<file path="config.mk">
export PLATFORM = sky130hd
export DESIGN_NAME = fetch_unit
export DESIGN_NICKNAME = d
export VERILOG_FILES = /design/src/rtl/fetch_pkg.sv /design/src/rtl/fetch_fifo.sv /design/src/rtl/fetch_unit.sv
export SDC_FILE = /design/constraint.sdc
export NUM_CORES = 1
export LEC_CHECK = 0
export CORE_ASPECT_RATIO = 1.25
export CORE_UTILIZATION = 30
export CTS_BUF_LIST = sky130_fd_sc_hd__clkbuf_2
export CTS_CLUSTER_DIAMETER = 120
export DETAILED_ROUTE_END_ITERATION = 8
export GPL_TIMING_DRIVEN = 0
export PLACE_DENSITY = 0.59
export SETUP_SLACK_MARGIN = 0.3
export SYNTH_ARGS = -nofsm -noshare
export SYNTH_HDL_FRONTEND = slang
export SYNTH_SLANG_ARGS = --single-unit
</file>
<file path="constraint.sdc">
create_clock -name clk -period 2.51 [get_ports clk]
set_input_delay 0.502 -clock clk [delete_from_list [all_inputs] [get_ports clk]]
set_output_delay 0.502 -clock clk [all_outputs]
set_load 0.02 [all_outputs]
</file>
<file path="src/rtl/fetch_pkg.sv">
// Shared constants and types for the instruction fetch unit.
package fetch_pkg;
  localparam int XLEN = 32;
  localparam logic [XLEN-1:0] NOP = 32'h0000_0013;
  localparam logic [XLEN-1:0] PC_STEP = 32'd4;

  typedef struct packed {
    logic [XLEN-1:0] instr;
    logic [XLEN-1:0] pc;
  } ibuf_t;

  function automatic logic [XLEN-1:0] word_align(input logic [XLEN-1:0] a);
    return {a[XLEN-1:2], 2'b00};
  endfunction
endpackage

</file>
<file path="src/rtl/fetch_fifo.sv">
// Small power-of-two FIFO with synchronous flush; head is read straight from storage.
module fetch_fifo #(
  parameter int WIDTH = 32,
  parameter int DEPTH = 2,
  localparam int AW = $clog2(DEPTH)
) (
  input  logic             clk,
  input  logic             rst,
  input  logic             flush,
  input  logic             push,
  input  logic [WIDTH-1:0] wdata,
  input  logic             pop,
  output logic [WIDTH-1:0] rdata,
  output logic [AW:0]      count
);
  logic [DEPTH-1:0][WIDTH-1:0] mem;
  logic [AW-1:0] wp, rp;

  always_ff @(posedge clk or negedge rst) begin
    if (!rst) begin
      mem   <= '0;
      wp    <= '0;
      rp    <= '0;
      count <= '0;
    end else if (flush) begin
      wp    <= '0;
      rp    <= '0;
      count <= '0;
    end else begin
      if (push) begin
        mem[wp] <= wdata;
        wp      <= wp + 1'b1;
      end
      if (pop) rp <= rp + 1'b1;
      count <= count + (AW+1)'(push) - (AW+1)'(pop);
    end
  end

  assign rdata = mem[rp];
endmodule

</file>
<file path="src/rtl/fetch_unit.sv">
// In-order instruction fetch: tracks in-flight requests, drops stale responses
// after a redirect and buffers returned words for decode.
module fetch_unit
  import fetch_pkg::*;
#(
  parameter logic [31:0] RESET_PC = 32'h0000_0000,
  parameter int          DEPTH    = 2
) (
  input  logic            clk,
  input  logic            rst,
  input  logic            redirect_valid,
  input  logic [XLEN-1:0] redirect_pc,
  output logic            imem_req,
  output logic [XLEN-1:0] imem_addr,
  input  logic            imem_gnt,
  input  logic            imem_rvalid,
  input  logic [XLEN-1:0] imem_rdata,
  output logic            instr_valid,
  input  logic            instr_ready,
  output logic [XLEN-1:0] instr,
  output logic [XLEN-1:0] instr_pc
);
  localparam int CW = $clog2(DEPTH) + 1;

  logic [XLEN-1:0] fetch_pc, rsp_pc;
  logic [CW-1:0]   outs, outs_nxt, discard, buf_cnt, buf_nxt, live;
  logic [CW:0]     sum_nxt;
  logic            req_q, hs, rsp, keep, pop;
  ibuf_t           head, wentry;

  assign hs   = req_q & imem_gnt;
  // A response with nothing outstanding is spurious and ignored outright.
  assign rsp  = imem_rvalid & (outs != '0);
  // live counts non-stale requests still in the address queue.
  assign keep = rsp & (discard == '0) & (live != '0) & ~redirect_valid;
  assign pop  = (buf_cnt != '0) & instr_ready & ~redirect_valid;

  assign outs_nxt = outs + CW'(hs) - CW'(rsp);
  assign buf_nxt  = redirect_valid ? '0 : buf_cnt + CW'(keep) - CW'(pop);
  assign sum_nxt  = {1'b0, outs_nxt} + {1'b0, buf_nxt};

  always_ff @(posedge clk or negedge rst) begin
    if (!rst) begin
      fetch_pc <= RESET_PC;
      outs     <= '0;
      discard  <= '0;
      req_q    <= 1'b0;
    end else begin
      outs  <= outs_nxt;
      req_q <= sum_nxt < (CW+1)'(DEPTH);
      if (redirect_valid) begin
        fetch_pc <= word_align(redirect_pc);
        discard  <= outs_nxt;
      end else begin
        if (hs) fetch_pc <= fetch_pc + PC_STEP;
        if (rsp && discard != '0) discard <= discard - 1'b1;
      end
    end
  end

  fetch_fifo #(.WIDTH(XLEN), .DEPTH(DEPTH)) u_addrq (
    .clk(clk), .rst(rst), .flush(redirect_valid),
    .push(hs & ~redirect_valid), .wdata(fetch_pc), .pop(keep),
    .rdata(rsp_pc), .count(live)
  );

  assign wentry = '{instr: imem_rdata, pc: rsp_pc};

  fetch_fifo #(.WIDTH($bits(ibuf_t)), .DEPTH(DEPTH)) u_ibuf (
    .clk(clk), .rst(rst), .flush(redirect_valid),
    .push(keep), .wdata(wentry), .pop(pop),
    .rdata(head), .count(buf_cnt)
  );

  assign imem_req    = req_q;
  assign imem_addr   = fetch_pc;
  assign instr_valid = buf_cnt != '0;
  assign instr       = instr_valid ? head.instr : '0;
  assign instr_pc    = instr_valid ? head.pc : '0;
endmodule

</file>
==> flow_summary_export.csv, run 1 <==
group,metric,value,unit
status,outcome,"finished, violations left",
status,failed_checks,"negative setup slack",
synth,synth.distinct_cells,47,
critical_path,arrival,2.30,ns
synth,synth_seq_area_share,0.543,
final_layout,fraction_of_final_layout_cells_sized_beyond_drive_strength_1,0.390,
critical_path,worstRegToRegCells,13,
drt,drc_errors,0,
drt,detail_route.iter0.violations,392,
final_layout,final_nets,1293,
sta,finalCritPeriodShare,1.12,
drt,route.final.wire_length,29.5,mm
synth,netlist_area,10500,sq um
grt,first_global_vias,8352,
grt,wire_length_of_the_first_global_routing_pass,45.6,mm
critical_path,timing.critical_path.fanout_max,5,
synth,ys_async_sr_fraction,1.00,
placement,placed_area,12800,sq um
floorplan,rows,76,
synth,synth_simple_gate_area_frac,0.111,
synth,largest_family_of_logic_cells_by_synthesized_area,"multiplexers",
synth,synth-edff-count,0,
power_and_ir_drop,vdd.ir_drop.worst,0.311,mV
sta,rsz_0062_raised_after_global_routing,"true",
min_path,worstHoldPathType,"in2reg",
floorplan,die_w,169,microns
cts,max-clock-path-buffers,3,
run,max_cap_violations,0,
cts,cts_htree_levels,2,
drt,vias_per_cell,4.74,
grt,antenna_found_initial,1,
cts,number_of_cts_inserted_buffers,57,
power_and_ir_drop,total_power,0.0109,W
floorplan,die-area,35600,sq um
drt,drtPass1Iterations,5,
floorplan,core_area,34400,sq um
critical_path,critical_path.endpoint_type,"output port",
floorplan,io_pins,168,
synth,postSynth.topFlopCell,"sky130_fd_sc_hd__dfrtp_1",
final_layout,layout-area-overhead-vs-synth,35.6,%
critical_path,critPathLaunchType,"flip-flop",
critical_path,timing.setup.critical_path_class,"reg2out",
final_layout,post-route-cell-area,14200,sq um
power_and_ir_drop,leakagePower,6.27,nW
power_and_ir_drop,cellPowerDensity,770,nW/um^2
drt,detail_route.wl_per_cell,17.2,microns
placement,gp_congestion,0.789,
critical_path,crit_required,2.01,ns
sta,postLayoutSetupSlackWorst,-0.290,ns
cts,clock_tree_from_tritoncts,"done",
cts,clk_latency,0.93,ns
min_path,hold-path-cell-count,3,
synth,synth-seq-cells,227,
synth,ys_warn_count,0,
sta,worst_clock_skew,0.106,ns
sta,drv_slew,0,
cts,worst_setup_hold_path_clk_slew,0.11,ns
placement,place.port_buffers,161,
synth,synthXorXnorAreaFrac,0.0193,
placement,hpwlAfterDp,19.3,mm
sta,worst_slew_margin_rel,0.437,
grt,global_route.overflow_total,0,
cts,total_number_of_clock_tree_sinks,227,
critical_path,regToRegSetupSlack,0.05,ns
synth,yosys.area_share.adder,0.0115,
sta,final-hold-violation-count,0,
synth,synthMuxAreaShare,0.220,
synth,post_synth_inst_count,919,
drt,antenna_violating_nets_post_route,0,
drt,detailroute.via_count,8158,
synth,syn-mean-instance-area,11.4,sq um
floorplan,start_util,0.304,
sta,hold-worst-slack,0.147,ns
floorplan,chipHeight,211,microns
grt,grt_max_degree,107,
sta,final.min_clock_period,2.80,ns
sta,timing_worst_slew_pin_value,0.844,ns
sta,finalSetupTns,-12.20,ns
sta,finalSetupViolCount,62,
grt,grtUsageTotal,0.166,
synth,compound_cell_area_share_of_the_yosys_netlist,0.0616,
sta,clock.fmax,357,MHz
cts,ctsRootBufferMaster,"sky130_fd_sc_hd__clkbuf_2",
==> through the flow <==
| stage | std cells | worst slack (ns) | utilization |
|---|---|---|---|
| after global routing | 1720 | -0.448 | 0.412 |
| final | 1720 | -0.290 | 0.412 |
| after detailed placement | 1553 | -0.825 | 0.371 |
| after floorplan | 922 | 0.251 | - |
| after CTS | 1696 | -0.417 | 0.401 |
| after global placement | 1551 | -9.47 | 0.369 |
==> cells in the mapped netlist, types with 2 or more instances <==
cell	number	area, sq um
sky130_fd_sc_hd__a21oi_1	62	310
sky130_fd_sc_hd__a22o_1	2	17.5
sky130_fd_sc_hd__a31oi_1	13	81.3
sky130_fd_sc_hd__and3_1	2	12.5
sky130_fd_sc_hd__and3_2	2	15.0
sky130_fd_sc_hd__and4_1	4	35.0
sky130_fd_sc_hd__buf_1	15	56.3
sky130_fd_sc_hd__buf_2	12	60.1
sky130_fd_sc_hd__buf_4	4	30.0
sky130_fd_sc_hd__buf_6	2	22.5
sky130_fd_sc_hd__clkbuf_1	25	93.8
sky130_fd_sc_hd__dfrtp_1	227	5680
sky130_fd_sc_hd__dlygate4sd1_1	2	17.5
sky130_fd_sc_hd__ha_1	8	100
sky130_fd_sc_hd__inv_1	16	60.1
sky130_fd_sc_hd__mux2_2	121	1360
sky130_fd_sc_hd__mux2i_1	94	941
sky130_fd_sc_hd__nand2_1	32	120
sky130_fd_sc_hd__nand3_1	11	55.1
sky130_fd_sc_hd__nand4_1	13	81.3
sky130_fd_sc_hd__nor2_1	147	552
sky130_fd_sc_hd__nor2b_1	6	37.5
sky130_fd_sc_hd__nor3_1	7	35.0
sky130_fd_sc_hd__nor4_1	6	37.5
sky130_fd_sc_hd__o21ai_0	24	120
sky130_fd_sc_hd__o31a_1	2	17.5
sky130_fd_sc_hd__o31ai_1	10	75.1
sky130_fd_sc_hd__or4_1	9	67.6
sky130_fd_sc_hd__or4_2	2	17.5
sky130_fd_sc_hd__xnor2_1	15	131
sky130_fd_sc_hd__xor2_1	8	70.1
==> cells in the final DEF, fill, tap and decap left out, types with 11 or more instances in the layout <==
master | netlist | routed
sky130_fd_sc_hd__a21oi_1 | 62 | 62
sky130_fd_sc_hd__a31oi_1 | 13 | 13
sky130_fd_sc_hd__buf_2 | 12 | 56
sky130_fd_sc_hd__buf_4 | 4 | 89
sky130_fd_sc_hd__buf_6 | 2 | 27
sky130_fd_sc_hd__clkbuf_2 | 0 | 77
sky130_fd_sc_hd__clkdlybuf4s50_1 | 0 | 66
sky130_fd_sc_hd__clkinv_1 | 0 | 15
sky130_fd_sc_hd__dfrtp_1 | 227 | 197
sky130_fd_sc_hd__dfrtp_2 | 0 | 30
sky130_fd_sc_hd__inv_1 | 16 | 15
sky130_fd_sc_hd__mux2_2 | 121 | 121
sky130_fd_sc_hd__mux2i_1 | 94 | 74
sky130_fd_sc_hd__mux2i_2 | 0 | 11
sky130_fd_sc_hd__nand2_1 | 32 | 30
sky130_fd_sc_hd__nand3_1 | 11 | 11
sky130_fd_sc_hd__nand4_1 | 13 | 13
sky130_fd_sc_hd__nor2_1 | 147 | 142
sky130_fd_sc_hd__o21ai_0 | 24 | 23
sky130_fd_sc_hd__xnor2_1 | 15 | 15
==> area by class of cell <==
| cell class | count | area [sq um] |
|---|---|---|
| fill | 3466 | 20200 |
| antenna | 1 | 2.50 |
| timing repair buffer | 233 | 2020 |
| tap | 468 | 586 |
| buffer | 60 | 603 |
| clock inverter | 22 | 123 |
| inverter | 16 | 62.6 |
| multi-input combinational | 619 | 4690 |
| sequential | 227 | 5720 |
| clock buffer | 74 | 370 |
==> cell families (layout without fill, tap and decap cells) <==
family	Yosys count	after routing
compound gates	116	116
xor+xnor	23	23
fa+ha+maj	9	9
buf+inv	76	405
flops	227	227
mux	215	215
other cells	1	5
simple gates	252	252
==> path summary, 6_finish.rpt <==
check | end | from
setup / recovery | instr[12] | u_ibuf.rp$_DFFE_PN0P_
hold / removal | imem_addr[10]$_DFFE_PN0N_ | redirect_pc[10]
setup reg to reg | imem_req$_DFF_PN0_ | u_ibuf.count[0]$_DFF_PN0_
hold reg to reg | u_addrq.mem[57]$_DFFE_PN0P_ | u_addrq.mem[57]$_DFFE_PN0P_
max in group asynchronous | u_ibuf.mem[55]$_DFFE_PN0P_ | rst
min in group asynchronous | u_ibuf.mem[5]$_DFFE_PN0P_ | rst
==> power breakdown <==
group | internal, W | total, W | switching (W)
sequential | 0.00472 | 0.00532 | 0.000605
combinational | 0.00166 | 0.00315 | 0.00148
clock | 0.000922 | 0.00245 | 0.00153
==> flip-flops by register name (all words and copies together) (netlist names) <==
| name | cells |
|---|---|
| imem_req | 1 |
| outs | 2 |
| u_ibuf.mem | 124 |
| u_addrq.count | 2 |
| u_ibuf.wp | 1 |
| imem_addr | 30 |
| u_addrq.mem | 60 |
| u_ibuf.rp | 1 |
| discard | 2 |
| u_addrq.wp | 1 |
| u_addrq.rp | 1 |
| u_ibuf.count | 2 |
==> critical path: stages, from the launching register on <==
cell	delay, ns
sky130_fd_sc_hd__dfrtp_2	0.49
sky130_fd_sc_hd__clkbuf_16	0.20
sky130_fd_sc_hd__clkbuf_16	0.16
sky130_fd_sc_hd__buf_6	0.11
sky130_fd_sc_hd__mux2i_1	0.11
sky130_fd_sc_hd__nor2_1	0.13
sky130_fd_sc_hd__buf_4	0.16
==> per-layer routing <==
layer / track usage / vias to the layer above / part of all wire
li1: - / 3843 / -
met1: 0.201 / 4003 / 0.41
met2: 0.287 / 258 / 0.51
met3: 0.0311 / 54 / 0.052
met4: 0.0690 / 0 / 0.026
met5: 0 / - / 0
==> timing repair <==
item,4_1_cts,5_1_grt
buffers inserted,43,17
gates cloned,1,6
endpoints found under the hold margin,121,0
hold buffers,3,0
gates resized for setup,537,80
endpoints found under the setup margin,219,174
pin swaps,4,10
No activity file was read; power rests on OpenSTA's default activity.
==> inputs of run 2 (changes only) <==
--- a/config.mk
+++ b/config.mk
@@ -5,13 +5,13 @@
 export SDC_FILE = /design/constraint.sdc
 export NUM_CORES = 1
 export LEC_CHECK = 0
-export CORE_ASPECT_RATIO = 1.25
+export ABC_AREA = 1
 export CORE_UTILIZATION = 30
 export CTS_BUF_LIST = sky130_fd_sc_hd__clkbuf_2
 export CTS_CLUSTER_DIAMETER = 120
 export DETAILED_ROUTE_END_ITERATION = 8
 export GPL_TIMING_DRIVEN = 0
-export PLACE_DENSITY = 0.59
+export PLACE_DENSITY = 0.58
 export SETUP_SLACK_MARGIN = 0.3
 export SYNTH_ARGS = -nofsm -noshare
 export SYNTH_HDL_FRONTEND = slang
==> run 2 against run 1 <==
Compared with the run above:
- the run still ends with negative setup slack left
- largest power group unchanged
- via count rose by 23%
- final cell count rose by 25%
- sequential power fell by 3%
- critical path type unchanged
- highest routed layer unchanged
- non-clock buffer count fell by 13
- largest cell class unchanged
==> flow_summary_export.csv, run 2 <==
group,metric,value,unit
sta,final.min_clock_period,2.67,ns
cts,cts_htree_levels,2,
final_layout,post-route-cell-area,15100,sq um
drt,detail_route.iter0.violations,652,
sta,finalSetupViolCount,63,
critical_path,regToRegSetupSlack,0.02,ns
placement,placedCellCount,1999,
drt,detailroute.via_count,10000,
status,failed_checks,"negative setup slack",
power_and_ir_drop,cellPowerDensity,740,nW/um^2
synth,synth-edff-count,0,
final_layout,registers.top_by_ff_count,"u_ibuf.mem",
status,outcome,"finished, violations left",
min_path,hold-path-cell-count,3,
sta,worst_clock_skew,0.0494,ns
cts,ctsRootBufferMaster,"sky130_fd_sc_hd__clkbuf_2",
floorplan,start_util,0.304,
cts,clock_tree_from_tritoncts,"done",
synth,synth_top_area_share,0.511,
critical_path,timing.setup.critical_path_class,"reg2out",
run,max_cap_violations,0,
synth,syn-mean-instance-area,8.12,sq um
drt,highest-signal-layer,"met4",
critical_path,arrival,2.16,ns
sta,timing_worst_slew_pin_value,0.854,ns
floorplan,rows,70,
synth,synth.top_cells.by_area,"sky130_fd_sc_hd__dfrtp_1 (51%), sky130_fd_sc_hd__nand2_1 (16%), sky130_fd_sc_hd__o21ai_0 (7.0%)",
sta,postLayoutSetupSlackWorst,-0.156,ns
floorplan,chipHeight,194,microns
synth,synth_seq_area_share,0.511,
drt,met1Wirelength,15.9,mm
final_layout,largest_reg_flops,124,
final_layout,fill_cells,3699,
final_layout,final_nets,1719,
sta,finalCritPeriodShare,1.06,
synth,yosysTopAreaCell,"sky130_fd_sc_hd__dfrtp_1",
critical_path,r2r-start,"u_ibuf.count[1]$_DFF_PN0_",
placement,place.port_buffers,160,
drt,vias_per_cell,4.67,
cts,number_of_cts_inserted_buffers,60,
synth,synth_most_common_cell,"sky130_fd_sc_hd__nand2_1",
power_and_ir_drop,vdd.ir_drop.worst,0.309,mV
drt,drtPass1Iterations,5,
synth,postSynth.topFlopCell,"sky130_fd_sc_hd__dfrtp_1",
final_layout,layout-area-overhead-vs-synth,35.6,%
synth,ys_warn_count,0,
placement,placed_area,13400,sq um
critical_path,worstRegToRegCells,14,
critical_path,crit_required,2.01,ns
cts,max-clock-path-buffers,3,
sta,drv_slew,0,
final_layout,most_common_cell_after_layout_fill_and_taps_aside,"sky130_fd_sc_hd__nand2_1",
critical_path,critPathLaunchType,"flip-flop",
synth,netlist_area,11100,sq um
floorplan,die_w,194,microns
cts,total_number_of_clock_tree_sinks,227,
grt,first_global_vias,10200,
final_layout,fraction_of_final_layout_cells_sized_beyond_drive_strength_1,0.294,
drt,routed-wl-met2,16.6,mm
grt,grtUsageTotal,0.188,
cts,clk_latency,0.95,ns
final_layout,post_layout_nonfiller_instances,2145,
synth,post_synth_inst_count,1367,
sta,clock.fmax,375,MHz
sta,rsz_0062_raised_after_global_routing,"true",
cts,worst_setup_hold_path_clk_slew,0.12,ns
final_layout,layout.core_utilization,0.412,
min_path,worstHoldPathType,"in2reg",
grt,wire_length_of_the_first_global_routing_pass,55.8,mm
floorplan,io_pins,168,
power_and_ir_drop,leakagePower,7.20,nW
sta,finalSetupTns,-6.90,ns
critical_path,timing.critical_path.fanout_max,10,
synth,ys_async_sr_fraction,1.00,
placement,hpwlAfterDp,23.8,mm
grt,grt_max_degree,122,
critical_path,critical_path.endpoint_type,"output port",
floorplan,die-area,37800,sq um
synth,synth-seq-cells,227,
placement,gp_congestion,0.880,
drt,drc_errors,0,
min_path,min_delay_startpoint,"redirect_pc[11]",
synth,synth.distinct_cells,38,
drt,detail_route.wl_per_cell,16.3,microns
floorplan,core_area,36500,sq um
synth,synth.cells.most_frequent,"sky130_fd_sc_hd__nand2_1 (480), sky130_fd_sc_hd__dfrtp_1 (227), sky130_fd_sc_hd__o21ai_0 (156)",
critical_path,worst_r2r_endpoint,"imem_req$_DFF_PN0_",
grt,global_route.overflow_total,0,
drt,route.final.wire_length,35.0,mm
sta,worst_slew_margin_rel,0.431,
grt,antenna_found_initial,1,
sta,final-hold-violation-count,0,
drt,met3RoutedLength,1.37,mm
min_path,hold_end,"imem_addr[11]$_DFFE_PN0N_",
drt,antenna_violating_nets_post_route,0,
final_layout,most-common-layout-cells,"sky130_fd_sc_hd__nand2_1 (459), sky130_fd_sc_hd__dfrtp_1 (211), sky130_fd_sc_hd__inv_1 (133), sky130_fd_sc_hd__o21ai_0 (130), sky130_fd_sc_hd__clkbuf_2 (77)",
==> run 2: cell count changes in the layout (fill, tap and decap cells not counted), moves of 73 or more <==
cell | previous run | this run
sky130_fd_sc_hd__inv_1 | 15 | 133
sky130_fd_sc_hd__mux2_2 | 121 | 30
sky130_fd_sc_hd__nand2_1 | 30 | 459
sky130_fd_sc_hd__nor2_1 | 142 | 59
sky130_fd_sc_hd__o21ai_0 | 23 | 130
sky130_fd_sc_hd__mux2i_1 | 74 | 1
==> run 2: cells by family (layout without fill, tap and decap cells) <==
logic type	count (synthesis)	in the layout	synth area share
flops	227	227	0.511
buf+inv	214	520	0.0856
other cells	1	5	0.000338
fa+ha+maj	9	9	0.0108
mux	31	31	0.0313
xor+xnor	12	12	0.00946
simple gates	589	589	0.209
compound gates	284	284	0.142
==> run 2: worst max-delay path by stage <==
stage | startpoint | to | slack [ns] | depth (start not counted)
2_1_floorplan | imem_gnt | imem_req$_DFF_PN0_ | 0.31 | 10
3_3_place_gp | rst | imem_addr[25]$_DFFE_PN0N_ | -8.96 | 1
3_5_place_dp | imem_gnt | imem_req$_DFF_PN0_ | -0.47 | 11
4_1_cts | u_ibuf.rp$_DFFE_PN0P_ | instr[28] | -0.23 | 6
5_1_grt | u_ibuf.rp$_DFFE_PN0P_ | instr[14] | -0.29 | 6
6_report | u_ibuf.count[1]$_DFF_PN0_ | instr[18] | -0.16 | 6
==> run 2: layer usage <==
| metal | up-vias | global-route usage |
|---|---|---|
| li1 | 4888 | - |
| met1 | 4845 | 0.245 |
| met2 | 213 | 0.309 |
| met3 | 70 | 0.0324 |
| met4 | 0 | 0.0738 |
| met5 | - | 0 |
==> run 2: layout make-up <==
class	count	area (sq um)	area share
sequential	227	5700	0.378
clock inverter	22	150	0.00997
multi-input combinational	929	5040	0.335
timing repair buffer	207	1950	0.129
antenna	1	2.50	0.000166
clock buffer	76	380	0.0252
buffer	73	697	0.0463
timing repair inverter	1	8.76	0.000581
inverter	141	549	0.0365
tap	468	586	0.0389
==> run 2: worst max-delay path, stage by stage (launching register included) <==
cell,delay (ns)
sky130_fd_sc_hd__dfrtp_1,0.42
sky130_fd_sc_hd__nor2_4,0.18
sky130_fd_sc_hd__buf_4,0.16
sky130_fd_sc_hd__buf_4,0.11
sky130_fd_sc_hd__clkbuf_8,0.19
sky130_fd_sc_hd__a21oi_2,0.06
sky130_fd_sc_hd__buf_4,0.15
==> run 2: power by group <==
group / internal [W] / switching (W)
sequential: 0.00458 / 0.000567
clock: 0.00105 / 0.00157
combinational: 0.00140 / 0.00197
total: 0.00703 / 0.00411
==> run 2: through the flow <==
stage | total power, W | hold WS (ns) | setup WS (ns)
detailed placement | 0.00814 | 0.460 | -0.468
floorplan | 0.00697 | 0.206 | 0.307
finish | 0.0111 | 0.109 | -0.156
global placement | 0.00808 | 0.457 | -8.96
global route | 0.0120 | 0.0524 | -0.292
CTS | 0.0112 | 0.0275 | -0.232
==> run 2: repair_timing <==
action / 4_1_cts / 5_1_grt
cloned: 7 / 3
setup buffers: 33 / 2
resized for setup: 658 / 56
hold buffers: 2 / 0
endpoints found under the hold margin: 123 / 0
pin swaps: 15 / 4
endpoints found under the setup margin: 95 / 69
